File: config.mk
export PLATFORM = sky130hd
export DESIGN_NAME = branch_compare_unit
export DESIGN_NICKNAME = d
export VERILOG_FILES = /design/src/rtl/riscv_package.sv /design/src/rtl/branch_cond_eval.sv /design/src/rtl/branch_compare_unit.sv
export SDC_FILE = /design/constraint.sdc
export NUM_CORES = 1
export LEC_CHECK = 0
export CORE_ASPECT_RATIO = 2
export CORE_MARGIN = 5
export CORE_UTILIZATION = 44
export DETAILED_ROUTE_END_ITERATION = 7
export PLACE_DENSITY = 0.9
export SLEW_MARGIN = 20
export SYNTH_ARGS = -nofsm -noshare
export SYNTH_HDL_FRONTEND = slang
export SYNTH_SLANG_ARGS = --single-unit
File: constraint.sdc
create_clock -name clk -period 2.9 [get_ports clk]
set_input_delay 0.435 -clock clk [delete_from_list [all_inputs] [get_ports clk]]
set_output_delay 0.435 -clock clk [all_outputs]
set_load 0.005 [all_outputs]
File: src/rtl/riscv_package.sv
// Shared encodings for the branch compare unit: branch conditions, ALU op
// classes and the flag bundle that travels down the result pipeline.
package riscv_package;

    typedef enum logic [2:0] {
        BR_BEQ  = 3'b000,
        BR_BNE  = 3'b001,
        BR_BLT  = 3'b100,
        BR_BGE  = 3'b101,
        BR_BLTU = 3'b110,
        BR_BGEU = 3'b111
    } branch_cond_e;

    localparam logic [1:0] ALUOP_BRANCH = 2'b01;
    localparam logic [1:0] ALUOP_SLT    = 2'b10;

    localparam logic [2:0] F3_SLT  = 3'b010;
    localparam logic [2:0] F3_SLTU = 3'b011;

    // The SLT/SLTU result is always 0/1, so only its LSB is carried per stage.
    typedef struct packed {
        logic taken;
        logic is_branch;
        logic mispredict;
        logic illegal;
        logic result;
    } br_entry_t;

endpackage

File: src/rtl/branch_cond_eval.sv
// Combinational condition evaluator: branch taken, set-less-than result and
// illegal-encoding detection for one request.
module branch_cond_eval
    import riscv_package::*;
#(
    parameter int DW = 32
) (
    input  logic [1:0]    aluop,
    input  logic [2:0]    funct3,
    input  logic [DW-1:0] operand_a,
    input  logic [DW-1:0] operand_b,
    output logic          taken,
    output logic          result,
    output logic          illegal
);

    logic signed [DW-1:0] a_s;
    logic signed [DW-1:0] b_s;
    logic                 eq;
    logic                 lt_s;
    logic                 lt_u;
    branch_cond_e         cond;

    assign a_s  = operand_a;
    assign b_s  = operand_b;
    assign eq   = (operand_a == operand_b);
    assign lt_s = (a_s < b_s);
    assign lt_u = (operand_a < operand_b);

    always_comb begin
        taken   = 1'b0;
        result  = 1'b0;
        illegal = 1'b0;
        cond    = branch_cond_e'(funct3);
        if (aluop == ALUOP_BRANCH) begin
            case (cond)
                BR_BEQ:  taken = eq;
                BR_BNE:  taken = !eq;
                BR_BLT:  taken = lt_s;
                BR_BGE:  taken = !lt_s;
                BR_BLTU: taken = lt_u;
                BR_BGEU: taken = !lt_u;
                default: illegal = 1'b1;
            endcase
        end else if (aluop == ALUOP_SLT) begin
            if (funct3 == F3_SLT) begin
                result = lt_s;
            end else if (funct3 == F3_SLTU) begin
                result = lt_u;
            end
        end
    end

endmodule

File: src/rtl/branch_compare_unit.sv
// Branch/SLT compare unit: evaluates the condition and redirect target up
// front, then carries the result through an elastic STAGES-deep pipeline.
module branch_compare_unit
    import riscv_package::*;
#(
    parameter int DW     = 32,
    parameter int STAGES = 1,
    parameter int CW     = 16
) (
    input  logic          clk,
    input  logic          rst,
    input  logic          valid_i,
    output logic          ready_o,
    input  logic [1:0]    aluop,
    input  logic [2:0]    funct3,
    input  logic [DW-1:0] operand_a,
    input  logic [DW-1:0] operand_b,
    input  logic [DW-1:0] pc,
    input  logic [DW-1:0] imm,
    input  logic          pred_taken,
    input  logic          flush,
    input  logic          cnt_clr,
    output logic          valid_o,
    input  logic          ready_i,
    output logic          taken,
    output logic          is_branch,
    output logic          mispredict,
    output logic          illegal,
    output logic [DW-1:0] result,
    output logic [DW-1:0] redirect_pc,
    output logic [CW-1:0] br_count,
    output logic [CW-1:0] mp_count
);

    localparam logic [DW-1:0] PC_STEP = DW'(4);

    function automatic logic [CW-1:0] sat_inc(input logic [CW-1:0] v);
        return (&v) ? v : v + CW'(1);
    endfunction

    logic            eval_taken;
    logic            eval_result;
    logic            eval_illegal;
    br_entry_t       in_ent;
    logic [DW-1:0]   in_rpc;

    logic [STAGES-1:0] vld_q, vld_d;
    logic [STAGES-1:0] acc;
    logic              nxt_acc;
    br_entry_t         ent_q [STAGES];
    br_entry_t         ent_d [STAGES];
    logic [DW-1:0]     rpc_q [STAGES];
    logic [DW-1:0]     rpc_d [STAGES];
    logic [CW-1:0]     br_cnt_q, br_cnt_d;
    logic [CW-1:0]     mp_cnt_q, mp_cnt_d;
    logic              out_xfer;

    branch_cond_eval #(.DW(DW)) u_eval (
        .aluop     (aluop),
        .funct3    (funct3),
        .operand_a (operand_a),
        .operand_b (operand_b),
        .taken     (eval_taken),
        .result    (eval_result),
        .illegal   (eval_illegal)
    );

    always_comb begin
        in_ent.taken      = eval_taken;
        in_ent.is_branch  = (aluop == ALUOP_BRANCH) && !eval_illegal;
        in_ent.mispredict = in_ent.is_branch && (eval_taken != pred_taken);
        in_ent.illegal    = eval_illegal;
        in_ent.result     = eval_result;
        in_rpc            = pc + (eval_taken ? imm : PC_STEP);
    end

    // A stage accepts when it is empty or its content moves on this edge.
    always_comb begin
        acc     = '0;
        nxt_acc = ready_i;
        for (int i = STAGES - 1; i >= 0; i--) begin
            acc[i]  = !vld_q[i] || nxt_acc;
            nxt_acc = acc[i];
        end
    end

    assign ready_o  = acc[0];
    assign out_xfer = vld_q[STAGES-1] && ready_i && !flush;

    always_comb begin
        vld_d = vld_q;
        ent_d = ent_q;
        rpc_d = rpc_q;
        if (acc[0]) begin
            vld_d[0] = valid_i;
            ent_d[0] = in_ent;
            rpc_d[0] = in_rpc;
        end
        for (int i = 1; i < STAGES; i++) begin
            if (acc[i]) begin
                vld_d[i] = vld_q[i-1];
                ent_d[i] = ent_q[i-1];
                rpc_d[i] = rpc_q[i-1];
            end
        end
        if (flush) begin
            vld_d = '0;
        end
    end

    always_comb begin
        br_cnt_d = br_cnt_q;
        mp_cnt_d = mp_cnt_q;
        if (cnt_clr) begin
            br_cnt_d = '0;
            mp_cnt_d = '0;
        end else if (out_xfer) begin
            if (ent_q[STAGES-1].is_branch)  br_cnt_d = sat_inc(br_cnt_q);
            if (ent_q[STAGES-1].mispredict) mp_cnt_d = sat_inc(mp_cnt_q);
        end
    end

    always_ff @(posedge clk or posedge rst) begin
        if (rst) begin
            vld_q    <= '0;
            br_cnt_q <= '0;
            mp_cnt_q <= '0;
            for (int i = 0; i < STAGES; i++) begin
                ent_q[i] <= '0;
                rpc_q[i] <= '0;
            end
        end else begin
            vld_q    <= vld_d;
            br_cnt_q <= br_cnt_d;
            mp_cnt_q <= mp_cnt_d;
            for (int i = 0; i < STAGES; i++) begin
                ent_q[i] <= ent_d[i];
                rpc_q[i] <= rpc_d[i];
            end
        end
    end

    assign valid_o     = vld_q[STAGES-1];
    assign taken       = ent_q[STAGES-1].taken;
    assign is_branch   = ent_q[STAGES-1].is_branch;
    assign mispredict  = ent_q[STAGES-1].mispredict;
    assign illegal     = ent_q[STAGES-1].illegal;
    assign result      = {{(DW-1){1'b0}}, ent_q[STAGES-1].result};
    assign redirect_pc = rpc_q[STAGES-1];
    assign br_count    = br_cnt_q;
    assign mp_count    = mp_cnt_q;

endmodule

# After elaboration in Yosys (flattened, before gate mapping)

Index checks and enable logic that the tools add are counted.

Logic and storage cells: 67
Bits in registers: 70
Input port bits: 140
Output and inout bits: 102

Equal/unequal tests: 13
Order comparisons: 2
Reductions and logical operators: 21
Mux-type cells: 19
Add/sub/neg operators: 3

Operators by type and width:

| operator              | number |
|---|---|
| $mux 16               | 8 |
| $lt 32x32->1          | 2 |
| $add 16x1->16 const B | 2 |
| $add 32x32->32        | 1 |
| $eq 32x32->1          | 1 |
| $mux 32               | 1 |
| $reduce_and 16->1     | 2 |
| $eq 3x3->1 const B    | 4 |
| $mux 1                | 9 |
| $reduce_bool 2->1     | 4 |
| $eq 3x2->1 const B    | 2 |
| $logic_not 1->1       | 6 |
| $pmux 1 s6            | 1 |
| $reduce_and 3->1      | 2 |
| $reduce_or 6->1       | 1 |
| $logic_and 1x1->1     | 4 |
| $ne 2x2->1 const B    | 2 |
| $eq 3x1->1 const B    | 1 |
| $logic_not 3->1       | 1 |
| $eq 2x1->1 const B    | 1 |
| $eq 2x2->1 const B    | 1 |
| $logic_or 1x1->1      | 1 |
| $ne 1x1->1            | 1 |

# Longest topological paths before layout

Depth after elaboration: 7
Mapped depth: 23
Mapped depth without buffers: 22

# Cells and area by module

A second synthesis with hierarchy kept.

Cells, all modules: 733
Area total of the unflattened synthesis: 6,078.3 um^2

Modules (own cells, without submodules):

| module              | sequential area each (um^2) | cells each | times used | area an instance (um^2) |
|---|---|---|---|---|
| branch_compare_unit | 1,751.7                     | 607        | 1          | 5,146.2 |
| branch_cond_eval    | 0.0                         | 126        | 1          | 932.1 |

# Worst setup path after synthesis

No wires, ideal clock.

Path type: input to register
From: in operand_b[10]
To: reg rpc_q, in the netlist redirect_pc[24]
Required time: 2,761 ps
Setup time: 139 ps
Setup slack: -1,824 ps
Arrival: 4,585 ps
Stages on the path: 23
Path buffers: 1
Path through: inv_1 > ha_1 > and4_1 > nor3b_1 > a21bo_2 > a21oi_1 > or4_4 > a31oi_4 > nor2_1 > clkbuf_1 > and2_1 > ha_1 > inv_1 > fa_1 > nor2b_1 > o21ai_0 > a21boi_0 > o21ai_0 > a21oi_1 > o32ai_1 > o21ai_0 > xnor2_1 > a21oi_1

Word-level cells in the longest chain between the ends: 6
Elaborated cells between the ends (all ways): 10
Classes of those cells: add/sub (1); order compare (2); eq/ne (1); mux (3); reduce/logical (3)

RTL lines:

| element                              | line                                                                   | RTL |
|---|---|---|
| start, declared                      | branch_compare_unit.sv:17                                              | `input logic [DW-1:0] operand_b,` |
| $lt 32x32->1 (tied with other cells) | branch_cond_eval.sv:28                                                 | `assign lt_u = (operand_a < operand_b);` |
| $logic_not 1->1 (on tied branches)   | branch_cond_eval.sv:42, branch_cond_eval.sv:38, branch_cond_eval.sv:40 |  |
| $pmux 1 s6 *                         | branch_cond_eval.sv:36                                                 | `case (cond)` |
| $mux 1 *                             | branch_cond_eval.sv:35                                                 | `if (aluop == ALUOP_BRANCH) begin` |
| $mux 32 *                            | branch_compare_unit.sv:74                                              | `in_rpc = pc + (eval_taken ? imm : PC_STEP);` |
| $add 32x32->32 *                     | branch_compare_unit.sv:74                                              |  |
| end signal, assigned by index        | branch_compare_unit.sv:138                                             | `rpc_q[i] <= rpc_d[i];` |
| end, declared                        | branch_compare_unit.sv:52                                              | `logic [DW-1:0] rpc_q [STAGES];` |

Every way passes the cells marked *; elsewhere a longest branch is shown, timed or not.
A chain may end at the register's enable or synchronous reset.

# Worst setup path after layout

From: in operand_b[31]
To: reg rpc_q, in the netlist redirect_pc[15]

The elaborated chain is that of the path after synthesis.

==> impl_metrics.toml <==
[synthesis]
synthArstFlopShare_pct = 100
synth_area_per_cell_um2 = 8.23
synth_compound_area_share_pct = 18.3
synthesis.area_um2 = 5880
synth_edf_count = 0
yosys.area_share.simple_pct = 21.4
synthAdderAreaFrac_pct = 14.2
synthFlopType = "dfrtp_1"
synth_top_area_share_pct = 29.8
yosys_warnings = 0
synth_xor_area_share_pct = 7.00
synth_seq_cells = 70
synthMuxAreaShare_pct = 0.340
synth-seq-area-share_pct = 29.8
synth.distinct_cells = 60
synth.area.top_cells = "dfrtp_1 30%, ha_1 14%, a21oi_1 5.0%"
synth_top_family_by_area = "simple AND/OR/NAND/NOR gates"
synthCells = 714
netlist.top_cell.by_area = "dfrtp_1"

[clocking]
numCtsBuffers = 9
hold_buffers = 0
root_buffer = "clkbuf_16"
cts_tree = "yes"
ctsHtreeMaxLevel = 3
worstSkewPairLatency_ns = 0.35
ctsLongestPathBuffers = 2
cts_sinks = 70
clk_pin_slew_ns = 0.07

[timing]
post-route-min-period_ns = 4.88
worst_pin_slew_ns = 0.503
fin_crit_sh_pct = 168
setup_viol = 32
fmax_ghz = 0.205
relSlewSlack_pct = 66.3
rsz0062_at_grt = "true"
finClkSkew_ns = 0.00436
hold_viol = 0
drv_slew = 0
worst_slack_ns = -1.98

[finish]
final_cell_mix = "146 x clkdlybuf4s50_1, 123 x buf_4, 70 x dfrtp_1, 66 x nor2_1, 50 x nand2_1"
drive_above_1_share_pct = 37.9
utilization_pct = 80.6
final_cells = 1212
nNetsFinal = 1259
area_growth_pct = 79.2
mostFrequentLayoutCell = "clkdlybuf4s50_1"
n_fill_cell = 696

[die]
die_area_um2 = 15900
chipWidth_um = 91.7
die_height_um = 173
initial_core_util_pct = 45.0
rows = 59
io_pins = 242
core_um2 = 13100

[routing]
met1_length_mm = 8.62
firstDrtPassIters = 6
top_layer = "met4"
ant_nets = 0
via_count = 7485
routed_via_density = 6.18
drt_iter0_markers = 665
route.met3.wl_mm = 2.52
wirelength_mm = 29.0
dr_wl_met2_mm = 15.5
routedWlPerCell_um = 23.9
drcViolationCount = 0

[global_routing]
grt_pass1_vias = 7617
overflow = 0
antenna_found_initial = 2
grt_start_max_net_pins = 71
grt_pass1_wl_mm = 39.5
track_usage_pct = 31.6

[place]
gp_congestion = 0.955
port-buffer-count = 210
dp_cells = 1157
dp_hpwl_mm = 17.1

[setup_path]
cp-start-kind = "input pin"
crit_required_ns = 3.11
critical_path_peak_fanout = 8
cp-end-kind = "flip-flop"
path_class = "input pin to flip-flop"
arrival_ns = 5.09

[run_status]
outcome = "finished, violations left"
violations = "setup timing"

[pwr]
peakVddDrop_mv = 0.254
p_leak_nw = 4.68
power_density_nw_per_um2 = 332

[flow_run]
cap_violations = 0

[hold_path]
hold_class = "input pin to asynchronous set/reset pin"
[metrics by stage]
stage | hold WS (ns) | instance area [um^2] | TNS (ns) | total power, W | worst slack [ns]
after floorplan | 0.463 | 6630 | -30.08 | 0.00154 | -1.38
after global placement | 0.450 | 9400 | -58.86 | 0.00206 | -2.25
after detailed placement | 0.459 | 9400 | -63.46 | 0.00209 | -2.42
after CTS | 0.472 | 10300 | -38.11 | 0.00332 | -1.59
after global routing | 0.506 | 10500 | -50.05 | 0.00359 | -2.07
final | 0.477 | 10500 | -47.60 | 0.00349 | -1.98
[Yosys cell counts, drive strengths merged (2+ instances only)]
cell     number
dfrtp        70
nor2         70
ha           65
a21oi        59
inv          56
nand2        52
o21ai        41
buf          32
and2         29
xor2         28
nand3        22
clkbuf       21
xnor2        19
nand4        17
a21o         14
nor3         14
a211oi        8
o21a          8
or3           8
nor2b         7
and4          6
o31ai         6
a31oi         4
o211ai        4
or2           4
or4           4
a2111oi       3
a21boi        3
a221oi        3
nand2b        3
nor3b         3
o21bai        3
a22o          2
and3          2
mux2i         2
nand4b        2
nor4b         2
o311ai        2
o41ai         2
[cells by family after synthesis]
kind of cell	after synthesis
simple gates	248
compound gates	171
buf+inv	109
flops	70
fa+ha+maj	66
xor+xnor	47
mux	2
other cells	1
[routing by layer]
layer / global-route usage, % / up-vias
met3: 6.60 / 211
met4: 23.3 / 0
met1: 28.3 / 3547
met5: 0 / -
met2: 60.0 / 617
li1: - / 3110
[timing repair]
item                       4_1_cts  5_1_grt
resized for setup              298       74
setup buffers                   27       15
setup endpoints to repair       32       32
pin swaps                      119       80
gates cloned                     2        0
[area by class of cell]
cell class	count	area, um^2	area share (%)
timing repair buffer	351	3070	29.2
clock inverter	7	77.6	0.736
antenna	2	5.00	0.0475
sequential	70	1750	16.6
multi-input combinational	565	4960	47.1
inverter	56	253	2.40
tap	152	190	1.80
clock buffer	9	225	2.14
[path summary, 6_finish.rpt]
check                               startpoint               to  slack (ns)  depth (start not counted)
max in group asynchronous                  rst  redirect_pc[29]        2.08                          3
worst min-delay path                       rst   redirect_pc[7]        0.48                          3
worst max-delay path             operand_b[31]  redirect_pc[15]       -1.98                         24
min in group clk                redirect_pc[4]   redirect_pc[4]        0.50                          2
worst min register to register  redirect_pc[4]   redirect_pc[4]        0.50                          2
worst max register to register     mp_count[0]     mp_count[11]        0.32                          9
[state kept, by name (all words and copies together) (netlist names)]
signal / count
mp_count: 16
result: 1
is_branch: 1
taken: 1
illegal: 1
valid_o: 1
br_count: 16
mispredict: 1
redirect_pc: 32
[worst max-delay path, cell delays in order]
cell,delay [ns]
buf_2,0.10
inv_2,0.06
ha_4,0.20
nand4_1,0.17
buf_4,0.15
nor3_2,0.05
a22oi_1,0.16
o211ai_1,0.14
or4_4,0.57
a31oi_4,0.22
nor2_4,0.08
buf_12,0.15
buf_16,0.14
and2_4,0.16
ha_4,0.21
a211oi_4,0.48
o21ai_2,0.14
a21o_1,0.22
a21o_1,0.18
a21o_1,0.19
a21o_1,0.23
a211oi_2,0.23
xor2_1,0.10
a21oi_1,0.33
[power by group]
part           leakage [nW]  switching (W)  internal [W]
Combinational          3.63       0.000566      0.000653
Clock                 0.147       0.000507      0.000678
Sequential            0.898      0.0000521       0.00104
Total                  4.68        0.00113       0.00237
No activity file was read; power rests on OpenSTA's default activity.
==> RTL change: new RTL, same settings <==
Make the reset (`rst`) synchronous in one clocked block.
--- a/src/rtl/branch_compare_unit.sv
+++ b/src/rtl/branch_compare_unit.sv
@@ -120,7 +120,7 @@
         end
     end
 
-    always_ff @(posedge clk or posedge rst) begin
+    always_ff @(posedge clk) begin
         if (rst) begin
             vld_q    <= '0;
             br_cnt_q <= '0;
Formal check against the unedited RTL: differs if rst is asserted again (counterexample within 4 cycles, from zero or initial values and one cycle with rst high); with rst held inactive, the same outputs for 10 cycles.
==> RTL change against the unedited design <==
  * Worst setup slack better by 0.61 ns
  * Total power is 1.7% lower
  * Highest routed layer unchanged
  * Area after synthesis hardly changed
  * Critical endpoint is now redirect_pc[26]$_SDFFE_PP0P_
  * Combinational power is 5% lower
  * Routed wire length is 14% lower
  * Critical path type unchanged
  * Via count is 1.7% lower
  * Global-route usage is 2.5 points lower
  * Synthesized cell count is 6.4% higher
  * Design area is 2.7% lower
  * Sequential cell count stayed put
  * The run still ends with setup timing left
  * First-iteration DRC count is 35% lower
==> RTL change: results (changes against the unedited design) <==
Parameter                              Value

Status
  Result of the run    finished, violations left (unchanged)
  Violated checks    setup timing (unchanged)

GRT
  Via count of the first global-routing pass    7654 (was 7617)
  Wire length of the first global-routing pass    37300 um (was 39500 um)

Route
  First-pass detailed-route iteration total    5 (was 6)
  Vias per inst    5.86 (was 6.18)
  Average wire per standard cell    19.9 um (was 23.9 um)
  Final wirelength    25000 um (was 29000 um)
  Starting DRC count in detailed routing    434 (was 665)

Worst setup path
  Data arrival time of the critical path    4.49 ns (was 5.09 ns)
  Endpoint of the most critical setup path    redirect_pc[26]$_SDFFE_PP0P_ (was redirect_pc[15]$_DFFE_PP0P_)
  Launching instance or port of the critical path    operand_b[29] (was operand_b[31])
  Worst Reg2Reg Path Length in Cells    8 (was 9)
  Critical R2R Capture    br_count[13]$_SDFFE_PP0P_ (was mp_count[11]$_DFFE_PP0P_)

Synthesis
  Sequential element share of the synthesized area    0.238 (was 0.298)
  Ranking of synthesized cells by area    dfxtp_1 24%, ha_1 14%, a21oi_1 5.3% (was dfrtp_1 30%, ha_1 14%, a21oi_1 5.0%)
  Number of library cell types mapped by synthesis    72 (was 60)
  Share of the synthesized netlist area taken by xor and xnor gates    0.0581 (was 0.0700)
  Adder and majority cell fraction of the synthesized area    0.142 (about the same)
  Area fraction in compound gates after synthesis    0.210 (was 0.183)
  Mean area per synthesized cell    7.74 um2 (was 8.23 um2)
  Most instantiated cells after synthesis    70 x dfxtp_1, 65 x ha_1, 62 x a21oi_1, 62 x nor2_1, 59 x nand2_1 (was 70 x dfrtp_1, 70 x nor2_1, 65 x ha_1)
  FFs w/ async S/R, synth    0 (was 1.00)
  Most common flop cell mapped by yosys    dfxtp_1 (was dfrtp_1)
  Share of cell area taken by muxes after synthesis    0.00510 (was 0.00340)

Placed design
  Placed Area    0.00918 mm2 (was 0.00940 mm2)
  Final weighted congestion in routability-driven placement    0.928 (was 0.955)

STA
  Setup Total Neg Slack    -33.65 ns (was -47.60 ns)
  Worst Skew    0.00587 ns (was 0.00436 ns)
  Final Worst Setup Slack    -1.37 ns (was -1.98 ns)
  Rel. slew slack    0.574 (was 0.663)
  Final-report setup violation count    31 (was 32)

Cells and area
  Number of nets in the finished design    1305 (was 1259)
  ANT cells    0 (was 2)

Power and ir drop
  Maximum ir drop on the vdd rail    294 uV (was 254 uV)
  P_leak    0.00439 uW (was 0.00468 uW)
-- RTL change: cell types whose count changed after synthesis, moves of 8 or more --
cell	delta
and3_1	+13
dfrtp_1	-70
dfxtp_1	+70
nor2_1	-8
o21ai_0	-17
xor2_1	-9
-- RTL change: timing repair --
item / in CTS / in global routing
pin swaps: 115 / 32
gates resized for setup: 337 / 39
setup endpoints to repair: 32 / 31
setup buffers: 22 / 9
-- RTL change: routing by layer --
metal,track usage,vias up,wire [um]
met5,0,-,0
met4,0.185,0,1890
met3,0.0699,158,1940
met2,0.572,441,13300
met1,0.252,3416,7870
li1,-,3340,-
-- RTL change: cell type report --
cell class | instances | area, um2
Inverter | 51 | 236
Sequential cell | 70 | 1400
Fill cell | 780 | 2820
Tap cell | 152 | 190
Clock buffer | 11 | 253
Timing Repair Buffer | 355 | 3050
Multi-Input combinational cell | 612 | 5030
Clock inverter | 5 | 81.3
-- RTL change: power by group through the flow --
stage	clock [uW]	sequential, uW	combinational [uW]
2_1_floorplan	0	1050	455
3_3_place_gp	0	1050	946
3_5_place_dp	0	1060	974
4_1_cts	1250	1040	1060
5_1_grt	1290	1040	1240
6_report	1240	1040	1160
-- RTL change: critical path: cells and delay by family --
| family | cells | cell delay [ns] |
|---|---|---|
| AO/OA/AOI/OAI | 7 | 1.84 |
| adder cells (fa/ha/maj) | 2 | 0.46 |
| buffers and inverters | 5 | 0.60 |
| AND/OR/NAND/NOR | 7 | 1.15 |
-- RTL change: cells by family after synthesis --
family	after synthesis
AOI/OAI and AO/OA	186
muxes	3
xor gates and xnor gates	39
and+or+nand+nor	287
other	1
DFF	70
adders and majority gates	66
buffers and inverters	108
